===== src/rtl/guess_editor.sv =====
// guess_editor: cursor-based colour-code editor for a code-guessing game.
//
// The player edits four colour slots (codes 1..7, 0 means "off"), submits
// them to a scorer through a valid/ready handshake, and can browse the
// accepted guesses kept in a small circular history buffer.
//
// Ports
//   clk, rst_n                 clock, asynchronous active-low reset
//   btn_left/right/color/      debounced single-cycle button pulses
//   submit/mode
//   game_over                  level, blocks further guesses
//   guess_ready                scorer accepts the offered guess
//   guess_valid, guess_code    offered guess {slot3,slot2,slot1,slot0}
//   guess_rgb0..3              edit-slot colours
//   history_rgb0..3            selected history entry (0 outside VIEW)
//   blink_enable               guess display with blinking cursor
//   blink_led                  cursor slot index
module guess_editor #(
  parameter int HIST_DEPTH = 8
) (
  input  logic        clk,
  input  logic        rst_n,
  input  logic        btn_left,
  input  logic        btn_right,
  input  logic        btn_color,
  input  logic        btn_submit,
  input  logic        btn_mode,
  input  logic        game_over,
  input  logic        guess_ready,
  output logic        guess_valid,
  output logic [11:0] guess_code,
  output logic [2:0]  guess_rgb0,
  output logic [2:0]  guess_rgb1,
  output logic [2:0]  guess_rgb2,
  output logic [2:0]  guess_rgb3,
  output logic [2:0]  history_rgb0,
  output logic [2:0]  history_rgb1,
  output logic [2:0]  history_rgb2,
  output logic [2:0]  history_rgb3,
  output logic        blink_enable,
  output logic [1:0]  blink_led
);

  localparam int PTR_W = $clog2(HIST_DEPTH);
  localparam int CNT_W = PTR_W + 1;

  typedef enum logic [1:0] {EDIT, OFFER, VIEW, LOCKED} state_t;

  state_t           state;
  logic [2:0]       slot [4];
  logic [1:0]       cursor;
  logic [PTR_W-1:0] wr_ptr;
  logic [PTR_W-1:0] view_idx;
  logic [CNT_W-1:0] hist_count;
  logic             view_from_lock;
  logic [11:0]      hist_word;
  logic [11:0]      hist_mem [HIST_DEPTH];
  logic             hist_we;
  logic             mv_left;
  logic             mv_right;

  // Colour cycles 1..7; 0 is never produced.
  function automatic logic [2:0] next_color(input logic [2:0] c);
    return (c == 3'd7) ? 3'd1 : c + 3'd1;
  endfunction

  // View index 0 is the newest entry, i.e. the one just behind wr_ptr.
  function automatic logic [11:0] entry(input logic [PTR_W-1:0] idx);
    return hist_mem[wr_ptr - PTR_W'(1) - idx];
  endfunction

  // Pressing both directions at once cancels the move.
  assign mv_left  = btn_left & ~btn_right;
  assign mv_right = btn_right & ~btn_left;

  // A reset forces state to EDIT asynchronously, so an aborted offer
  // can never reach the write below.
  assign hist_we = (state == OFFER) && guess_ready;

  always_ff @(posedge clk) begin
    if (hist_we) hist_mem[wr_ptr] <= guess_code;
  end

  always_ff @(posedge clk or negedge rst_n) begin
    if (!rst_n) begin
      state          <= EDIT;
      for (int i = 0; i < 4; i++) slot[i] <= 3'd1;
      cursor         <= 2'd0;
      wr_ptr         <= '0;
      view_idx       <= '0;
      hist_count     <= '0;
      view_from_lock <= 1'b0;
      hist_word      <= 12'd0;
      guess_valid    <= 1'b0;
      guess_code     <= 12'd0;
      blink_enable   <= 1'b1;
    end else begin
      unique case (state)
        EDIT: begin
          if (game_over) begin
            state        <= LOCKED;
            blink_enable <= 1'b0;
          end else if (btn_submit) begin
            state       <= OFFER;
            guess_valid <= 1'b1;
            guess_code  <= {slot[3], slot[2], slot[1], slot[0]};
          end else if (btn_mode) begin
            // A mode press with no history is swallowed.
            if (hist_count != '0) begin
              state          <= VIEW;
              view_idx       <= '0;
              view_from_lock <= 1'b0;
              hist_word      <= entry('0);
              blink_enable   <= 1'b0;
            end
          end else if (btn_color) begin
            slot[cursor] <= next_color(slot[cursor]);
          end else if (mv_left) begin
            cursor <= cursor - 2'd1;
          end else if (mv_right) begin
            cursor <= cursor + 2'd1;
          end
        end

        OFFER: begin
          if (guess_ready) begin
            guess_valid <= 1'b0;
            wr_ptr      <= wr_ptr + PTR_W'(1);
            if (hist_count != CNT_W'(HIST_DEPTH))
              hist_count <= hist_count + CNT_W'(1);
            if (game_over) begin
              state        <= LOCKED;
              blink_enable <= 1'b0;
            end else begin
              state <= EDIT;
            end
          end
        end

        VIEW: begin
          if (btn_mode) begin
            state        <= view_from_lock ? LOCKED : EDIT;
            blink_enable <= ~view_from_lock;
            hist_word    <= 12'd0;
          end else if (game_over && !view_from_lock) begin
            state     <= LOCKED;
            hist_word <= 12'd0;
          end else if (mv_left && ({1'b0, view_idx} < hist_count - CNT_W'(1))) begin
            view_idx  <= view_idx + PTR_W'(1);
            hist_word <= entry(view_idx + PTR_W'(1));
          end else if (mv_right && view_idx != '0) begin
            view_idx  <= view_idx - PTR_W'(1);
            hist_word <= entry(view_idx - PTR_W'(1));
          end
        end

        LOCKED: begin
          if (btn_mode && hist_count != '0) begin
            state          <= VIEW;
            view_idx       <= '0;
            view_from_lock <= 1'b1;
            hist_word      <= entry('0);
          end
        end

        default: state <= EDIT;
      endcase
    end
  end

  assign guess_rgb0   = slot[0];
  assign guess_rgb1   = slot[1];
  assign guess_rgb2   = slot[2];
  assign guess_rgb3   = slot[3];
  assign history_rgb0 = hist_word[2:0];
  assign history_rgb1 = hist_word[5:3];
  assign history_rgb2 = hist_word[8:6];
  assign history_rgb3 = hist_word[11:9];
  assign blink_led    = cursor;

endmodule


===== config.mk =====
export PLATFORM = sky130hd
export DESIGN_NAME = guess_editor
export DESIGN_NICKNAME = d
export VERILOG_FILES = /design/src/rtl/guess_editor.sv
export SDC_FILE = /design/constraint.sdc
export NUM_CORES = 1
export LEC_CHECK = 0
export ABC_AREA = 0
export CELL_PAD_IN_SITES_DETAIL_PLACEMENT = 1
export CELL_PAD_IN_SITES_GLOBAL_PLACEMENT = 1
export CORE_MARGIN = 8
export CORE_UTILIZATION = 55
export DETAILED_ROUTE_END_ITERATION = 8
export GPL_TIMING_DRIVEN = 0
export PLACE_DENSITY = 0.95
export REMOVE_ABC_BUFFERS = 1
export SKIP_LAST_GASP = 1
export SLEW_MARGIN = 20
export SYNTH_ARGS = -nofsm -noshare
export SYNTH_HDL_FRONTEND = slang
export SYNTH_SLANG_ARGS = --single-unit

===== constraint.sdc =====
create_clock -name clk -period 9.07 [get_ports clk]
set_input_delay 1.3605 -clock clk [delete_from_list [all_inputs] [get_ports clk]]
set_output_delay 1.3605 -clock clk [all_outputs]
set_load 0.01 [all_outputs]

==> results_tabular.tex <==
\begin{tabular}{lr}
\hline
Metric & Value \\
\hline
\multicolumn{2}{l}{\textbf{Cells and area}} \\
P\&R area growth vs syn & 16.5\% \\
Number of nets in the final layout & 590 \\
Filler cells & 1,238 \\
Seq. cell area & 4220 µm² \\
Share of the core filled with cells in the final layout & 0.656 \\
Combined area of the multi-input logic cells & 3860 µm² \\
Fraction of final layout cells with drive strength greater than 1 & 0.366 \\
Antenna diode count & 0 \\
\multicolumn{2}{l}{\textbf{Timing}} \\
Setup Viol. Count Final & 0 \\
Total negative setup slack & 0 ns \\
Post-Route Skew & 0.00996 ns \\
Fraction of the cycle the final worst path needs & 0.466 \\
Slew Limit Headroom & 0.292 \\
Max frequency & 236 MHz \\
Unrepaired setup endpoints after global routing & no \\
Least-Margin Pin Slew & 1.05 ns \\
Endpoints failing hold & 0 \\
Shortest clock period the worst path allows after layout & 4.23 ns \\
Max-slew violation total from the final report & 0 \\
\multicolumn{2}{l}{\textbf{GRT}} \\
Overall routing resource usage & 0.277 \\
Wire length of the first global-routing pass & 39,700 µm \\
Number of global-route vias before repair & 6,026 \\
Total congestion overflow & 0 \\
Largest net degree at the start of global routing & 52 \\
Antenna violations before repair & 0 \\
\multicolumn{2}{l}{\textbf{Place}} \\
Last weighted congestion value of the routability-driven placer & 0.795 \\
Post-detailed-placement half-perimeter wirelength & 16,000 µm \\
Number of I/O port buffers & 48 \\
\multicolumn{2}{l}{\textbf{Logic synthesis}} \\
Dominant cells by area after synthesis & edfxtp\_1, mux4\_2, dfrtp\_1 \\
Post-synth cell types & 54 \\
Most numerous cell in the Yosys netlist & edfxtp\_1 \\
Number of enable flip-flop cells after synthesis & 96 \\
Yosys reg bits & 149 \\
Synthesized area per cell & 15.8 µm² \\
Share of synthesized area occupied by flip-flops and latches & 0.513 \\
Synth top cells by count & edfxtp\_1, mux4\_2, mux2\_2, dfrtp\_1 \\
Synth async-reset ratio & 0.356 \\
Synthesized instance count & 519 \\
Synth Flop Type & edfxtp\_1 \\
Cell accounting for the most synthesized area & edfxtp\_1 \\
Top cell type's share of synthesized area & 0.351 \\
Post-synthesis cell area & 8220 µm² \\
Synth warnings & 0 \\
\multicolumn{2}{l}{\textbf{CTS}} \\
Clk Latency, worst-skew pair & 0.44 ns \\
Number of CTS-inserted buffers & 17 \\
Hold-fix buffers at CTS & 0 \\
Setup Buffers After CTS & 0 \\
CTS resizes & 0 \\
Clock net sink count & 149 \\
Number of buffers between clock root and the deepest sink & 2 \\
Clock slew seen by the registers of the worst setup and hold paths & 0.06 ns \\
H-tree depth reported by CTS & 4 \\
Clock tree from TritonCTS & done \\
CTS root buffer & clkbuf\_16 \\
\multicolumn{2}{l}{\textbf{Run status}} \\
Result of the run & finished clean \\
\multicolumn{2}{l}{\textbf{Route}} \\
DR pass1 iterations & 5 \\
Aggregate routed wire length & 26,300 µm \\
Post-route ant nets & 0 \\
Total via count after detailed routing & 5,584 \\
Per-cell routed wire length & 34.7 µm \\
Detailed router's first-iteration violation count & 526 \\
DR vias/cell & 7.37 \\
DRC violation count after routing & 0 \\
\multicolumn{2}{l}{\textbf{Floorplanning}} \\
Vertical extent of the die & 138 µm \\
Cell Rows & 44 \\
Overall die width & 138 µm \\
DIE AREA & 19,100 µm² \\
Boundary Pins & 49 \\
Floorplan Core Area & 14,600 µm² \\
Initial core utilization & 0.563 \\
\multicolumn{2}{l}{\textbf{Critical path}} \\
Class of the most critical setup path & primary input to register \\
Crit-path cells & clkdlybuf4s50\_1 > inv\_1 > ha\_1 > o311ai\_2 > o41ai\_4 > nor4\_4 > or3\_1 > o211ai\_1 \\
Startpoint type of the worst setup path & primary input \\
Slowest Stage Delay on Critical Path & 0.94 ns \\
Maximum fanout count along the critical path & 13 \\
Endpoint required time on the critical path & 9.33 ns \\
Cell with the largest stage delay on the worst path & nor4\_4 \\
Sort of element at the end of the critical path & register \\
WP data arrival & 4.50 ns \\
\multicolumn{2}{l}{\textbf{Flow run}} \\
MaxCap Viol Count & 0 \\
\multicolumn{2}{l}{\textbf{Min path}} \\
Hold crit path type & register to register \\
\hline
\end{tabular}
layout make-up:
| class | count | area share |
|---|---|---|
| Clock buffer | 20 | 0.0523 |
| Clock inverter | 12 | 0.0103 |
| Inverter | 16 | 0.00627 |
| Multi-Input combinational cell | 318 | 0.403 |
| Sequential cell | 149 | 0.440 |
| Tap cell | 184 | 0.0240 |
| Timing Repair Buffer | 59 | 0.0635 |
cell families after synthesis:
kind of cell,Yosys count,share of synthesized area
mux,152,0.307
flops,149,0.513
simple gates,73,0.0439
compound gates,58,0.0553
buf+inv,52,0.0286
fa+ha+maj,20,0.0323
xor+xnor,15,0.0196
critical path, delay by kind of cell:
kind | cells | cell delay, ns
buffers and inverters | 2 | 0.54
adder cells (fa/ha/maj) | 1 | 0.29
AND/OR/NAND/NOR | 2 | 1.73
AO/OA/AOI/OAI | 3 | 0.56
sequential cells by signal, indices dropped and copies added, names as in the netlist:
signal,flops
hist_mem,96
guess_code,12
hist_word,12
hist_count,4
guess_rgb0,3
guess_rgb1,3
guess_rgb2,3
guess_rgb3,3
view_idx,3
wr_ptr,3
blink_led,2
state,2
blink_enable,1
guess_valid,1
view_from_lock,1
cell usage in the layout (no fill, tap or decap), types with 7 or more instances in the layout:
cell             instances
edfxtp_1                96
mux4_2                  75
mux2_2                  52
dfrtp_1                 47
clkdlybuf4s50_1         47
nand2_1                 25
mux2i_1                 25
o21ai_0                 21
clkbuf_16               20
ha_1                    16
inv_1                   15
nand3_1                 14
o211ai_2                10
xnor2_1                  9
inv_6                    7
per-stage QoR:
| step | instances | setup WS [ns] | hold slack, ns | instance area (µm²) |
|---|---|---|---|---|
| floorplan | 483 | 4.77 | 0.510 | 8040 |
| global placement | 715 | 3.60 | 0.491 | 8750 |
| detailed placement | 726 | 4.58 | 0.532 | 8980 |
| CTS | 758 | 4.95 | 0.547 | 9580 |
| global route | 758 | 4.80 | 0.589 | 9580 |
| finish | 758 | 4.84 | 0.542 | 9580 |
path summary, 6_finish.rpt:
kind,start,slack [ns],endpoint,cells past startpoint
min in group asynchronous,rst_n,0.71,hist_word[5],1
min reg2reg,hist_word[1],0.54,hist_word[1],2
max,btn_right,4.84,hist_word[10],8
max in group asynchronous,rst_n,7.82,guess_rgb3[0],2
min,hist_word[1],0.54,hist_word[1],2
max reg2reg,wr_ptr[0],5.07,hist_word[10],8
layer usage:
layer | vias to the layer above | track usage | wire length (µm)
li1 | 2163 | - | -
met1 | 2949 | 0.311 | 9330
met2 | 365 | 0.474 | 13500
met3 | 107 | 0.0623 | 2010
met4 | 0 | 0.167 | 1430
met5 | - | 0 | 0
Power is not shown: default switching activity piles up to over one toggle a cycle in this logic, so the estimate is an artifact.
